File: config.mk
export PLATFORM = sky130hd
export DESIGN_NAME = full_adder_32b
export DESIGN_NICKNAME = d
export VERILOG_FILES = /design/src/rtl/full_adder_32b.sv
export SDC_FILE = /design/constraint.sdc
export NUM_CORES = 1
export LEC_CHECK = 0
export ABC_AREA = 1
export BUFFER_PORTS_ARGS = -buffer_cell sky130_fd_sc_hd__buf_2
export CORE_MARGIN = 2
export CORE_UTILIZATION = 25
export CTS_CLUSTER_DIAMETER = 60
export DETAILED_ROUTE_END_ITERATION = 12
export GPL_TIMING_DRIVEN = 0
export RECOVER_POWER = 50
export REMOVE_ABC_BUFFERS = 1
export SLEW_MARGIN = 15
export SYNTH_ARGS = -nofsm -noshare
export SYNTH_HDL_FRONTEND = slang
export SYNTH_HIERARCHICAL = 1
export SYNTH_SLANG_ARGS = --single-unit
File: constraint.sdc
create_clock -name clk -period 0.8 [get_ports clk]
set_input_delay 0.04 -clock clk [delete_from_list [all_inputs] [get_ports clk]]
set_output_delay 0.04 -clock clk [all_outputs]
set_load 0.05 [all_outputs]
File: src/rtl/full_adder_32b.sv
// ---------------------------------------------------------------------------
// full_adder_32b
//
// Registered binary adder with carry-in and carry-out. Computes
// {cout, sum} = a + b + c and presents the result from output flops one
// clock after the operands are sampled. Signed and unsigned operands share
// the same logic because two's-complement addition is identical; cout is
// the unsigned carry out of the top bit, and no overflow flag is produced.
//
// The combinational core is a chain of 4-bit carry-lookahead groups. Inside
// a group every carry is a flat sum-of-products of the generate/propagate
// terms and the group carry-in. Between groups the group carries ripple.
//
// Ports:
//   clk    in   1      clock, rising-edge active
//   rst_n  in   1      asynchronous active-low reset, clears sum/cout
//   a      in   WIDTH  operand A
//   b      in   WIDTH  operand B
//   c      in   1      carry-in, same weight as a[0]/b[0]
//   sum    out  WIDTH  registered sum bits of a + b + c
//   cout   out  1      registered carry out of bit WIDTH-1
// ---------------------------------------------------------------------------

// ---------------------------------------------------------------------------
// cla_group_4b
//
// One 4-bit carry-lookahead slice. Every internal carry comes straight from
// g/p/cin, so nothing ripples inside the group.
//
// Ports:
//   a, b  in   4  operand nibbles
//   cin   in   1  carry into bit 0 of the group
//   sum   out  4  sum nibble
//   cout  out 1   carry out of bit 3 of the group
// ---------------------------------------------------------------------------
module cla_group_4b (
  input  logic [3:0] a,
  input  logic [3:0] b,
  input  logic       cin,
  output logic [3:0] sum,
  output logic       cout
);

  logic [3:0] g;
  logic [3:0] p;
  logic [4:0] carry;

  // Per-bit generate and propagate terms. The propagate term is the XOR
  // form, so it can also be used directly to form the sum bits.
  assign g = a & b;
  assign p = a ^ b;

  // The carries are expanded in full lookahead form. carry[k] is the carry
  // into bit k. carry[4] leaves the group.
  always_comb begin
    carry[0] = cin;
    carry[1] = g[0]
             | (p[0] & cin);
    carry[2] = g[1]
             | (p[1] & g[0])
             | (p[1] & p[0] & cin);
    carry[3] = g[2]
             | (p[2] & g[1])
             | (p[2] & p[1] & g[0])
             | (p[2] & p[1] & p[0] & cin);
    carry[4] = g[3]
             | (p[3] & g[2])
             | (p[3] & p[2] & g[1])
             | (p[3] & p[2] & p[1] & g[0])
             | (p[3] & p[2] & p[1] & p[0] & cin);
  end

  assign sum  = p ^ carry[3:0];
  assign cout = carry[4];

endmodule

module full_adder_32b #(
  parameter int WIDTH = 32
) (
  input  logic             clk,
  input  logic             rst_n,
  input  logic [WIDTH-1:0] a,
  input  logic [WIDTH-1:0] b,
  input  logic             c,
  output logic [WIDTH-1:0] sum,
  output logic             cout
);

  // WIDTH is expected to be a multiple of 4 so the operands split evenly
  // into lookahead groups. Only 32 is used in practice.
  localparam int NUM_GROUPS = WIDTH / 4;

  logic [NUM_GROUPS:0] group_carry;
  logic [WIDTH-1:0]    sum_n;
  logic                cout_n;

  assign group_carry[0] = c;

  // The groups are chained by their carries. Group i covers operand bits
  // [4*i+3:4*i].
  for (genvar gi = 0; gi < NUM_GROUPS; gi++) begin : g_group
    cla_group_4b u_group (
      .a    (a[4*gi +: 4]),
      .b    (b[4*gi +: 4]),
      .cin  (group_carry[gi]),
      .sum  (sum_n[4*gi +: 4]),
      .cout (group_carry[gi+1])
    );
  end

  assign cout_n = group_carry[NUM_GROUPS];

  // These are the output registers. The inputs are sampled on every rising
  // edge, with no enable. Reset clears the outputs at once, without waiting
  // for a clock edge. Any result that is in flight at reset is dropped.
  // These flops are the only state in the design.
  always_ff @(posedge clk or negedge rst_n) begin
    if (!rst_n) begin
      sum  <= '0;
      cout <= 1'b0;
    end else begin
      sum  <= sum_n;
      cout <= cout_n;
    end
  end

endmodule

==> key figures, run 1 <==
Floorplanning
  – # IOs: 100
  – Die Y: 98.5 microns
  – Row count: 34
  – Die width: 98.5 microns
  – Starting density of the core: 25.7%
  – Core Box Area: 8680 sq um
  – Die ar.: 9710 sq um

Outcome
  – Status: finished with violations
  – Failing checks: hold timing, setup timing

Global route
  – Initial antenna violation count: 1
  – Largest net degree at the start of global routing: 34
  – GRT Residual Overflow: 0
  – First-pass GRT wire length: 11.4 mm
  – Vias in the first global route: 2651
  – Gr usage total: 14.5%

Timing
  – RSZ-0062 raised after global routing: yes
  – Setup WS post-layout: -2.16 ns
  – Min Clock Period, post-route: 2.96 ns
  – Relative slew slack: 41.7%
  – Hold WS: -0.146 ns
  – Slew Viols, Final: 0
  – Hold Vio Cnt, Final: 33
  – Worst-margin pin slew: 0.874 ns
  – Setup violators final: 63
  – Period utilization: 369%
  – Setup_tns: -40.65 ns
  – Max frequency: 338 MHz

Synthesis
  – Synth Area per Inst: ~8.7 sq um
  – Register area share after synthesis: 37.0%
  – Netlist cell types: 13
  – Synth Register Bits: 33
  – Synth top area share: 37.0%
  – Synth Cell Area: 2230 sq um
  – Post-synth top area cell: dfrtp_1
  – Synth warn: 6
  – Synth area leaders: dfrtp_1 (37%), ha_1 (18%), nand2_1 (12%), fa_1 (7.2%), nand3_1 (7.2%)
  – Synth Instances: 257

Drt
  – Antenna Violating Nets Remaining: 0
  – DR pass1 iterations: 4
  – Via count: 2400
  – DR iter-0 viols: between 50 and 60
  – DR DRC count: 0
  – Via density per instance: 4.53
  – Post-Route WL: 6.71 mm
  – WL/cell: approximately 13 microns

Finish
  – FILL cells: 818
  – Final net count: around 530
  – Multi-input logic area: 1520 sq um
  – Reg area: 826 sq um
  – Post-Layout Cell Count: 530
  – Layout cell share with drive strength beyond 1: 50.4%
  – Area grow syn2layout: 76.8%

Job
  – Max cap viols: 0

Critical path
  – CP startpoint kind: input pin
  – Data arrival time of the worst path: 3.13 ns
  – Critical-path top delay cell: fa_2
  – Critical path type: in -> reg
  – Crit path max fanout: 3
  – CP required: 0.97 ns
  – Crit. End Element: flop
  – CP most frequent cell: nand3_2
  – CP max stage delay: 0.42 ns

Placed design
  – Number of port buffers: 99
  – Placed insts: 464
  – HPWL after detailed placement: 4.34 mm
  – Final GP Congestion: 0.763

CTS
  – CTS buffer count: 5
  – TritonCTS clock tree: yes
  – CTS Root Cell: clkbuf_8
  – CTS Buffer Depth: 2
  – Clk slew on worst S/H paths: 0.08 ns
  – Clk sink count: 33
  – H-tree lvl count: 2

Pwr
  – Peak supply drop: 0.000860 V
  – Pwr per Cell Area: between 2000 and 2500 nW/um^2
  – Leak: 2.12 nW
  – Total power: ~7.9 mW

Worst hold path
  – Hold Path Class: in -> async
## critical path, delay by kind of cell
| family | cells | cell delay [ns] |
|---|---|---|
| simple gates | 28 | 2.29 |
| fa+ha+maj | 2 | 0.71 |
| buf+inv | 1 | 0.10 |
## metal layers
layer / part of all wire [%] / global-route usage (%) / wire length, microns
met3: 5.8 / 3.69 / 389
met1: 37 / 14.2 / 2490
met2: 54 / 28.5 / 3600
met4: 3.4 / 6.22 / 227
met5: 0 / 0 / 0
## power by group
part           switching [mW]  total [mW]  internal, mW
logic                    2.24        3.85          1.61
registers               0.155        2.14          1.99
clock network           0.683        1.92          1.24
total                    3.07        7.91          4.84
## Yosys cell counts
library cell  number
a21oi_1            8
dfrtp_1           33
fa_1               8
ha_1              32
inv_1             32
nand2_1           69
nand2_2            3
nand3_1           32
nand4_1           16
nor2_1             8
or2_0              8
xnor2_1            2
xor2_1             6
## final cells by class
class                           count  share of cell area (%)
Clock buffer                        5                    1.74
Timing Repair Buffer              156                    30.7
Multi-Input combinational cell    192                    38.5
Tap cell                          108                    3.42
Inverter                           32                    3.04
Clock inverter                      3                    1.65
Sequential cell                    33                    20.9
Antenna cell                        1                  0.0633
## cell usage in the layout, fill, tap and decap left out, types with 2 or more instances in the layout
cell type   n
fa_2        7
nand3_4     2
or2_0       8
nand3_2    22
inv_1      32
clkbuf_8    5
buf_6      48
nand4_1    16
ha_1       28
buf_8       2
a21oi_1     7
nand2_1    60
nand2_2    11
dfrtp_1    33
xor2_1      6
buf_4      44
nor2_1      8
ha_4        4
xnor2_1     2
buf_2      61
nand3_1     8
bufinv_16   2
## flip-flops by register name (all words and copies together) (netlist names)
| signal | flops |
|---|---|
| sum | 32 |
| cout | 1 |
## worst paths after layout
kind,start,endpoint,slack [ns],cells past startpoint
hold / removal,rst_n,sum[22]$_DFF_PN0_,-0.15,1
max in group asynchronous,rst_n,sum[16]$_DFF_PN0_,0.40,1
setup / recovery,b[1],sum[28]$_DFF_PN0_,-2.16,31
min in group clk,b[8],sum[8]$_DFF_PN0_,0.07,2
## cell families (layout without fill, tap and decap cells)
family,count (synthesis),count (layout),synth area share (%)
flops,33,33,37.0
fa+ha+maj,40,40,25.1
compound gates,8,8,1.79
buf+inv,32,196,5.38
xor+xnor,8,8,3.14
other cells,0,1,0
simple gates,136,136,27.7
## metrics by stage
step | worst slack, ns | util (%) | instance area [sq um]
2_1_floorplan | -2.52 | - | 2230
3_3_place_gp | -3.15 | 33.0 | 2870
3_5_place_dp | -3.24 | 33.0 | 2870
4_1_cts | -2.09 | 44.9 | 3900
5_1_grt | -2.44 | 45.5 | 3950
6_report | -2.16 | 45.5 | 3950
## timing repair
action / CTS / global route
gates resized for setup: 114 / 20
pin swaps: 23 / 14
setup buffers: 62 / 18
hold endpoints to repair: 33 / 33
endpoints found under the setup margin: 62 / 64
cloned: 0 / 0
Note: power is estimated with default switching activity, not from simulation.
==> run 2: changes to the inputs <==
TNS_END_PERCENT = 30   (was default)
==> run 2 against run 1 <==
- the run still ends with hold timing, setup timing left
- combinational power about the same
- count of clock-buffer cells in the layout unchanged
- clock power about the same
- global-route usage about the same
- critical path depth unchanged
- sequential power about the same
- hold slack improved by 0.0014 ns
- non-clock buffer count decreased by 1
- flip-flop and latch count unchanged
- sequential share of layout area increased by 0.060 points
- via count about the same
- maximum frequency increased by 0.12%
==> key figures, run 2 (synthesized netlist as in run 1, its figures left out) <==
Placed design
  – Pre-CTS setup slack: -3.24 ns (unchanged)
  – Number of port buffers: 99 (unchanged)
  – HPWL after detailed placement: 4.34 mm (unchanged)
  – Final GP Congestion: 0.763 (unchanged)

Drt
  – Via count: 2399 (was 2400)
  – DR iter-0 viols: 44 (was 52)
  – Antenna Violating Nets Remaining: 0 (unchanged)
  – Via density per instance: 4.53 (about the same)
  – WL/cell: 12.7 microns (about the same)
  – Post-Route WL: 6.71 mm (about the same)
  – DR pass1 iterations: 4 (unchanged)
  – DR DRC count: 0 (unchanged)

Global route
  – Vias in the first global route: 2655 (was 2651)
  – GR Util met1: 14.1% (was 14.2%)
  – GR peak layer: met2 (unchanged)
  – Largest net degree at the start of global routing: 34 (unchanged)
  – GRT Residual Overflow: 0 (unchanged)
  – Initial antenna violation count: 1 (unchanged)
  – Met3 usage: 3.69% (unchanged)
  – First-pass GRT wire length: 11.4 mm (about the same)
  – M2 GR Usage: 28.5% (unchanged)
  – Gr usage total: 14.5% (about the same)

Finish
  – Reg area: 826 sq um (unchanged)
  – Core Util, Final: 45.4% (was 45.5%)
  – FILL cells: 821 (was 818)
  – Biggest regs: sum (32), cout (1) (unchanged)
  – Area grow syn2layout: 76.3% (was 76.8%)
  – Final net count: 526 (was 527)
  – Most common cell after layout, fill and taps aside: buf_2 (unchanged)
  – Layout cell share with drive strength beyond 1: 50.2% (was 50.4%)
  – Max FFs per register: 32 (unchanged)
  – Multi-input logic area: 1520 sq um (unchanged)
  – Most flop-heavy register: sum (unchanged)
  – Most frequent cells in the layout: buf_2 (61), nand2_1 (60), buf_6 (47), buf_4 (44), dfrtp_1 (33) (was buf_2 (61), nand2_1 (60), buf_6 (48), buf_4 (44), dfrtp_1 (33))

Critical path
  – CP delay by family, top: simple AND/OR/NAND/NOR gates (unchanged)
  – WP buf/inv: 1 (unchanged)
  – CP startpoint kind: input pin (unchanged)
  – CP required: 0.97 ns (about the same)
  – Critical path type: in -> reg (unchanged)
  – Critical-path top delay cell: fa_2 (unchanged)
  – Crit. End Element: flop (unchanged)
  – Crit path max fanout: 3 (unchanged)
  – Data arrival time of the worst path: 3.12 ns (was 3.13 ns)
  – CP max stage delay: 0.42 ns (about the same)
  – CP most frequent cell: nand3_2 (unchanged)

Timing
  – Relative slew slack: 41.6% (was 41.7%)
  – Slew Viols, Final: 0 (unchanged)
  – Setup WS post-layout: -2.15 ns (was -2.16 ns)
  – Period utilization: 369% (about the same)
  – Min Clock Period, post-route: 2.95 ns (was 2.96 ns)
  – Hold Vio Cnt, Final: 33 (unchanged)
  – Max frequency: 339 MHz (was 338 MHz)
  – Worst-margin pin slew: 0.876 ns (was 0.874 ns)
  – Hold WS: -0.145 ns (was -0.146 ns)
  – RSZ-0062 raised after global routing: yes (unchanged)
  – Setup violators final: 63 (unchanged)

Pwr
  – Pwr per Cell Area: 2000 nW/um^2 (about the same)
  – Leak: 2.11 nW (was 2.12 nW)
  – Peak supply drop: 0.000860 V (about the same)

CTS
  – Clk sink count: 33 (unchanged)
  – TritonCTS clock tree: yes (unchanged)
  – CTS buffer count: 5 (unchanged)
  – H-tree lvl count: 2 (unchanged)
  – Clk slew on worst S/H paths: 0.08 ns (about the same)
  – CTS Root Cell: clkbuf_8 (unchanged)
  – CTS Buffer Depth: 2 (unchanged)

Floorplanning
  – Die ar.: 9710 sq um (unchanged)
  – Row count: 34 (unchanged)
  – Die width: 98.5 microns (unchanged)
  – Core Box Area: 8680 sq um (unchanged)
  – Die Y: 98.5 microns (unchanged)
  – Starting density of the core: 25.7% (unchanged)
  – # IOs: 100 (unchanged)

Outcome
  – Failing checks: hold timing, setup timing (unchanged)
  – Status: finished with violations (unchanged)

Worst hold path
  – Hold Path Class: in -> async (unchanged)

Job
  – Max cap viols: 0 (unchanged)
[run 2: power by group]
| group | total [mW] | switching (mW) | internal (mW) | leakage [nW] |
|---|---|---|---|---|
| registers | 2.14 | 0.155 | 1.99 | 0.390 |
| logic | 3.83 | 2.23 | 1.60 | 1.66 |
| clock network | 1.92 | 0.681 | 1.24 | 0.0681 |
[run 2: per-stage QoR]
stage | cells | setup TNS (ns) | instance area, sq um | total power, mW
after global routing | 529 | -47.11 | 3940 | 8.32
after floorplan | 257 | -41.21 | 2230 | 4.08
final | 529 | -40.33 | 3940 | 7.89
after detailed placement | 464 | -56.75 | 2870 | 4.85
after global placement | 464 | -55.09 | 2870 | 4.80
after CTS | 534 | -39.24 | 3900 | 7.84
[run 2: worst paths after layout]
kind | start | end | slack [ns] | cells after the start
max | b[1] | sum[28]$_DFF_PN0_ | -2.15 | 31
min | rst_n | sum[22]$_DFF_PN0_ | -0.15 | 1
max in group asynchronous | rst_n | sum[16]$_DFF_PN0_ | 0.40 | 1
min in group clk | b[31] | cout$_DFF_PN0_ | 0.07 | 4
[run 2: layer usage]
| metal | vias up | wire length (microns) |
|---|---|---|
| li1 | 1175 | - |
| met1 | 1116 | 2460 |
| met2 | 88 | 3610 |
| met3 | 20 | 410 |
| met4 | 0 | 229 |
| met5 | - | 0 |
[run 2: timing repair]
action | 4_1_cts | 5_1_grt
buffers inserted | 62 | 17
setup endpoints to repair | 62 | 64
gates resized for setup | 114 | 19
endpoints found under the hold margin | 33 | 33
pin swaps | 21 | 14
[run 2: final cells by class]
class / count / area share (%)
multi-input cells: 192 / 38.6
repair buffers: 155 / 30.5
flip-flops and latches: 33 / 21.0
well taps: 108 / 3.43
inverters: 32 / 3.05
clock buffers: 5 / 1.75
clock inverters: 3 / 1.65
diodes: 1 / 0.0635
